File: src/rtl/ex_stage_mcq.sv
// Execute-stage output register with an in-order parking queue
// for multi-cycle XALU instructions (mul/div/madd).
module ex_stage_mcq #(
   parameter int DATA_W = 32,
   parameter int PAYLOAD_W = 128,
   parameter int DEPTH = 2,
   parameter logic [PAYLOAD_W-1:0] BUBBLE = 128'h1
) (
   input  logic                         Clk,
   input  logic                         Clr,
   input  logic                         flush,
   input  logic                         stall,
   input  logic                         in_valid,
   input  logic                         in_mc,
   input  logic [PAYLOAD_W-1:0]         in_payload,
   input  logic [DATA_W-1:0]            in_data,
   input  logic                         xalu_done,
   input  logic [DATA_W-1:0]            xalu_result,
   output logic                         hold_req,
   output logic                         xalu_abort,
   output logic                         out_valid,
   output logic [PAYLOAD_W-1:0]         out_payload,
   output logic [DATA_W-1:0]            out_data,
   output logic [$clog2(DEPTH+1)-1:0]   park_count,
   output logic                         orphan_err
);

   localparam int PW = (DEPTH > 1) ? $clog2(DEPTH) : 1;
   localparam int CW = $clog2(DEPTH + 1);

   logic [PAYLOAD_W-1:0] pl_q [DEPTH];
   logic [DATA_W-1:0]    dt_q [DEPTH];
   logic [DEPTH-1:0]     rdy_q;
   logic [PW-1:0]        rd_ptr;
   logic [PW-1:0]        wr_ptr;
   logic [PW-1:0]        rdy_ptr;
   logic [CW-1:0]        count;
   logic [CW-1:0]        rdy_cnt;

   logic full;
   logic empty;
   logic head_rdy;
   logic push;
   logic res_wr;
   logic orphan;
   logic pop;
   logic load;

   function automatic logic [PW-1:0] nxt(input logic [PW-1:0] p);
      return (p == PW'(DEPTH - 1)) ? '0 : p + PW'(1);
   endfunction

   assign full     = (count == CW'(DEPTH));
   assign empty    = (count == '0);
   assign head_rdy = rdy_q[rd_ptr];

   // A slot freed by this cycle's pop is not reusable until next cycle.
   assign push   = in_valid & in_mc & ~full;
   assign res_wr = xalu_done & (rdy_cnt != count);
   assign orphan = xalu_done & (rdy_cnt == count);
   assign pop    = ~stall & head_rdy;
   assign load   = ~stall & ~head_rdy & empty & in_valid & ~in_mc;

   assign hold_req = (in_valid & in_mc & full)
                   | (in_valid & ~in_mc & ~empty)
                   | (in_valid & ~in_mc & stall);

   assign xalu_abort = flush;
   assign park_count = count;

   always_ff @(posedge Clk) begin
      if (Clr) begin
         out_valid   <= 1'b0;
         out_payload <= BUBBLE;
         out_data    <= '0;
         rd_ptr      <= '0;
         wr_ptr      <= '0;
         rdy_ptr     <= '0;
         count       <= '0;
         rdy_cnt     <= '0;
         rdy_q       <= '0;
         orphan_err  <= 1'b0;
      end else if (flush) begin
         out_valid   <= 1'b0;
         out_payload <= BUBBLE;
         out_data    <= '0;
         rd_ptr      <= '0;
         wr_ptr      <= '0;
         rdy_ptr     <= '0;
         count       <= '0;
         rdy_cnt     <= '0;
         rdy_q       <= '0;
      end else begin
         unique case (1'b1)
            pop: begin
               out_valid   <= 1'b1;
               out_payload <= pl_q[rd_ptr];
               out_data    <= dt_q[rd_ptr];
            end
            load: begin
               out_valid   <= 1'b1;
               out_payload <= in_payload;
               out_data    <= in_data;
            end
            stall: begin
            end
            default: begin
               out_valid   <= 1'b0;
               out_payload <= BUBBLE;
               out_data    <= '0;
            end
         endcase

         if (push) begin
            pl_q[wr_ptr]  <= in_payload;
            rdy_q[wr_ptr] <= 1'b0;
            wr_ptr        <= nxt(wr_ptr);
         end

         // Results fill the oldest waiting entry, keeping ready a prefix.
         if (res_wr) begin
            dt_q[rdy_ptr]  <= xalu_result;
            rdy_q[rdy_ptr] <= 1'b1;
            rdy_ptr        <= nxt(rdy_ptr);
         end

         if (pop) begin
            rdy_q[rd_ptr] <= 1'b0;
            rd_ptr        <= nxt(rd_ptr);
         end

         count   <= count + CW'(push) - CW'(pop);
         rdy_cnt <= rdy_cnt + CW'(res_wr) - CW'(pop);

         if (orphan) begin
            orphan_err <= 1'b1;
         end
      end
   end

endmodule

File: config.mk
export PLATFORM = sky130hd
export DESIGN_NAME = ex_stage_mcq
export DESIGN_NICKNAME = d
export VERILOG_FILES = /design/src/rtl/ex_stage_mcq.sv
export SDC_FILE = /design/constraint.sdc
export NUM_CORES = 1
export LEC_CHECK = 0
export CAP_MARGIN = 0
export CORE_MARGIN = 1
export CORE_UTILIZATION = 50
export CTS_CLUSTER_SIZE = 28
export DETAILED_ROUTE_END_ITERATION = 7
export GPL_ROUTABILITY_DRIVEN = 0
export HOLD_SLACK_MARGIN = 0.08
export PLACE_DENSITY = 0.77
export SYNTH_ARGS = -nofsm -noshare
export SYNTH_HDL_FRONTEND = slang
export SYNTH_SLANG_ARGS = --single-unit
File: constraint.sdc
create_clock -name Clk -period 20.3 [get_ports Clk]
set_input_delay 3.045 -clock Clk [delete_from_list [all_inputs] [get_ports Clk]]
set_output_delay 3.045 -clock Clk [all_outputs]
set_load 0.02 [all_outputs]
# After elaboration in Yosys (flattened, before gate mapping)
# Memories as Yosys holds them, arrays and structs flattened. A register that Yosys moved wholly into a read port is not among the register bits.
# Cells that the tools add are included.
# W data, S select, Z words.
[classes]
bitwise_logic = 26
addsub = 7
eq_ne = 3
n_lt_le_gt_ge = 6
reduce_logical = 7
n_mux = 33
[ops]
columns = ["op", "count"]
rows = [
  ["$pmux W128 S3", 1],
  ["$pmux W32 S3", 1],
  ["$mux W1", 20],
  ["$mux W2", 7],
  ["$and A1 B1 Y1", 13],
  ["$lt A1 B2 Y1 const B", 3],
  ["$not A1 Y1", 6],
  ["$add A2 B1 Y2", 2],
  ["$and A2 B2 Y2", 2],
  ["$not A2 Y2", 2],
  ["$reduce_or A2 Y1", 2],
  ["$sub A2 B1 Y2", 2],
  ["$add A1 B1 Y1 const B", 3],
  ["$demux W1 S1", 3],
  ["$ge A1 B1 Y1 const B", 3],
  ["$logic_and A1 B1 Y1", 3],
  ["$eq A2 B2 Y1", 1],
  ["$eq A2 B2 Y1 const B", 1],
  ["$logic_not A2 Y1", 1],
  ["$ne A2 B2 Y1", 1],
  ["$or A1 B1 Y1", 2],
  ["$or A2 B2 Y2", 1],
  ["$pmux W1 S2", 1],
  ["$reduce_and A2 Y1", 1],
]
[word_totals]
mem_bits_rw = 320
memories = 2
inputBits = 199
elab_cells = 94
output_inout_bits = 166
regBits = 171
[memory_table]
columns = ["memory", "words", "word_bits", "read_ports", "rd_ports_with_merged_regs", "wr", "line", "rtl"]
rows = [
  ["pl_q", 2, 128, 1, 1, 1, "31", "logic [PAYLOAD_W-1:0] pl_q [DEPTH];"],
  ["dt_q", 2, 32, 1, 1, 1, "32", "logic [DATA_W-1:0] dt_q [DEPTH];"],
]

# Depth between registers and ports, before layout
[depth]
depth_word = 15
depth_mapped = 9
depth_no_buf = 9

# Least setup slack after synthesis
# No wires, ideal clock.
[synth_path]
kind = "in2reg"
from = "in flush"
to = "mem pl_q[0][0], enable pin"
setup_ns = 0.773
slack_ns = 7.384
cell_stages = 3
required_ns = 19.527
arrival_ns = 12.143
path_cell_list = "or2_2 -> clkbuf_1 -> nor3_1"
[synth_between]
elab_chain_cells = 3
[synth_lines]
columns = ["element", "line", "rtl"]
rows = [
  ["start: declaration", "11", "input logic flush,"],
  ["$mux W1", "83", "end else if (flush) begin"],
  ["$mux W1", "72", "if (Clr) begin"],
  ["$mux W1 (not written as such)", "115", "pl_q[wr_ptr] <= in_payload;"],
  ["end: declaration", "31", ""],
]
# No other way between the ends.

# Worst setup path in the final report
[layout_path]
from = "in stall"
to = "out hold_req"
[layout_between]
elab_chain_cells = 2
[layout_lines]
columns = ["element", "line", "rtl"]
rows = [
  ["start: declaration", "12", "input logic stall,"],
  ["$and A1 B1 Y1", "66", "| (in_valid & ~in_mc & stall);"],
  ["$or A1 B1 Y1", "66", ""],
  ["end: declaration", "19", "output logic hold_req,"],
]
# No other way between the ends.

==> impl_summary.md <==
GRT
The total overflow left after global routing is 0. The first global-routing pass estimated 78.0 mm of wire. Global routing used 24.3% of the available tracks. The number of antenna violations at the first check in global routing is 1. Entering global routing, the biggest net connects 169 pins. The number of global-route vias before repair is 13400.

Route
For this run, design rule violations remaining after detail routing come to 0. The detailed router finished its first iteration with 927 violations. The count of antenna-violating nets left after detailed routing is 0. The length of the first detailed-routing pass in iterations is 7. Across all layers, the routed design uses 13300 vias. Dividing the detail-routed wire length by the instance count gives 22.6 um. The detail-routed via count per cell is 5.95. The routed wire length is 50.5 mm.

STA
Final hold analysis gives a worst-case slack of 0.453 ns. Setup violations remaining at the end of the flow were counted as 0. The clock period minus worst slack is 7.73 ns. Setup slack closes at 12.57 ns.

The relative max-transition margin is 23.9%. At the pin with the least slew margin, the transition time is 1.14 ns. Setup repair after global routing left no endpoint under its margin. The hold violation total from the final report was 0. The clock skew after layout is 0.0181 ns. The count of final max-slew check failures is 0. The top achievable clock speed is 129 MHz. After layout, the worst path uses 38.1% of the clock period.

Summed over all failing endpoints, the final setup total negative slack is 0 ns.

Yosys
The part of the Yosys area used for sequential elements is 64.9%. Synthesis produced 1380 cells. A synthesized cell averages 14.6 um^2. The largest total area in the synthesized netlist belongs to edfxtp_1. The synthesized design devotes to its leading area cell type 47.8% of total area. When the netlist entered floorplanning its net count stood at 1583. The number of warnings reported in the yosys synthesis log is 0. Counting flops with an async set or reset pin after synthesis yields a share of 0%. The area of the mapped netlist is 20100 um^2.

The number of storage elements in the synthesis netlist is 492. Sorting the synthesized cells by area gives the leading types as edfxtp_1, dfxtp_1, o221a_2. In this run, synthesis inferred 320 flip-flops with an integrated enable. The dominant register cell in the synthesized netlist is edfxtp_1. Synthesis instantiated 38 different standard cells from the library.

Cells and area
Leaving out fill and tap cells, the most frequent cells in the layout are clkdlybuf4s50_1, edfxtp_1, dfxtp_1, o21ai_0, mux2i_1. After the flow finishes, the layout carries non-filler instances totaling 2235. The fraction of layout cells with a size suffix above 1 is 18.5%. Summing all flip-flop and latch instances after layout gives 13100 um^2.

The area taken by multi-input logic gates is 6300 um^2. Counting the fill cells in the layout gives 2857. In the final design database the tool counted 1871 nets. Compared with the post-synthesis result, the final layout area differs by 27.9%.

Leaving out fill and tap cells, the most frequent cell in the layout is clkdlybuf4s50_1.

Worst hold path
The critical hold path startpoint is orphan_err. The tightest min-delay check is of the flop to flop type.

Placement
The number of buffers added on ports is 364. The pre-CTS worst setup slack is 12.58 ns. Summed over all nets, the half-perimeter wirelength after detailed placement is 28.7 mm. Including well taps, the total number of placed cells is 2141.

Pwr
Power spread over the standard cell area amounts to 85.6 nW/um^2. The maximum vdd ir drop is 58.0 uV. The leakage dissipation is 8.56 nW. Overall power consumption after layout is estimated at 2.20 mW.

Floorplan
The number of top-level design ports is 365. In this run the horizontal extent of the chip is 203 um. The effective utilization at floorplan is 50.6%.

The placeable core region is 39700 um^2. The chip height is 203 um. The cell row count is 73. The die footprint is 41000 um^2.

Clock tree
TritonCTS created 50 clock buffers. The CTS H-tree depth is 2. CTS saw 492 sinks. The maximum buffer depth of the clock tree is 3. The TritonCTS clock tree is done. The number of setup buffers added after CTS is 0. Clock-pin slew was measured on the worst setup and hold paths at 0.05 ns. The tree is rooted in a clkbuf_16. Post-CTS repair changed the size of 0 cells. The later-pin clock latency in the skew report is 0.58 ns. The number of buffers inserted for hold repair after clock tree synthesis is 0.

Setup path
The endpoint of the most critical register-to-register path is pl_q[0][94]. In this run the register-to-register setup slack is 17.07 ns. The capturing element type of the critical path is an output pin. Data on the critical path arrives at its endpoint at 4.68 ns. The startpoint-to-endpoint class of the critical path is input pin to output pin. The number of cells on the worst reg-to-reg path is 4. The capture point of the worst path is hold_req. Of all nets on the critical path, the largest fanout is 8. In this run the worst setup path begins at stall. The startpoint identified for the worst register-to-register timing path is park_count[1]. The required time at the endpoint of the critical path is 17.26 ns.

The worst setup path is launched from an input pin.

Run status
The run finished with clean final reports.

Flow run
The tool flagged a number of max-cap violations equal to 0.
==> metal layers <==
layer / vias to the layer above / GRT usage, % / part of all wire [%]
li1: 6098 / - / -
met1: 6655 / 32.2 / 42
met2: 471 / 38.8 / 48
met3: 77 / 6.63 / 7.5
met4: 0 / 7.84 / 2.6
met5: - / 0 / 0
==> flip-flops by register name (all words and copies together), names as in the netlist, named ones only <==
| register | cells |
|---|---|
| rd_ptr | 1 |
| orphan_err | 1 |
| rdy_ptr | 1 |
| pl_q | 256 |
| park_count | 2 |
| dt_q | 64 |
| out_data | 32 |
| out_valid | 1 |
| out_payload | 128 |
| rdy_cnt | 2 |
| rdy_q | 2 |
| wr_ptr | 1 |
==> worst max-delay path: stages <==
cell,delay [ns]
clkdlybuf4s50_1,0.73
nor2_1,0.09
nor2_1,0.09
o21a_1,0.11
clkdlybuf4s50_1,0.61
==> kinds of logic after synthesis <==
logic type	after synthesis	synth area share, %
buf+inv	191	4.01
mux	162	8.08
xor+xnor	4	0.174
compound gates	334	13.4
simple gates	193	9.16
flops	492	64.9
fa+ha+maj	4	0.249
==> report_power, final <==
part | total, mW | internal, mW | switching [mW]
logic | 0.158 | 0.0783 | 0.0797
registers | 1.09 | 1.08 | 0.00934
clock network | 0.951 | 0.575 | 0.375
==> synthesized netlist by cell type, types with 5 or more instances <==
cell type / n
o221a_2: 146
clkbuf_1: 108
nor4b_2: 59
o21ai_0: 161
dfxtp_1: 172
buf_6: 7
mux2i_1: 160
nor4_1: 41
nor4b_1: 60
nor2_1: 10
o221a_1: 13
buf_2: 27
inv_1: 47
and2_1: 5
edfxtp_1: 320
nor3_1: 6
==> how the worst min path moves through the flow <==
stage,to,depth (start not counted)
after detailed placement,orphan_err,2
after floorplan,rdy_q[0],2
after global routing,orphan_err,2
after global placement,orphan_err,2
after CTS,orphan_err,2
final,orphan_err,2
==> layout make-up <==
cell class	instances	share of cell area [%]
multi-input combinational	697	24.5
tap	525	2.56
clock inverter	20	0.876
antenna	1	0.00973
inverter	47	0.715
clock buffer	73	5.84
sequential	492	50.8
timing repair buffer	380	14.7
==> stage by stage <==
stage	instance area (um^2)	utilization [%]
2_1_floorplan	20100	-
3_3_place_gp	24000	60.4
3_5_place_dp	24000	60.4
4_1_cts	25700	64.7
5_1_grt	25700	64.7
6_report	25700	64.7
Power figures use the tool's default switching activity.
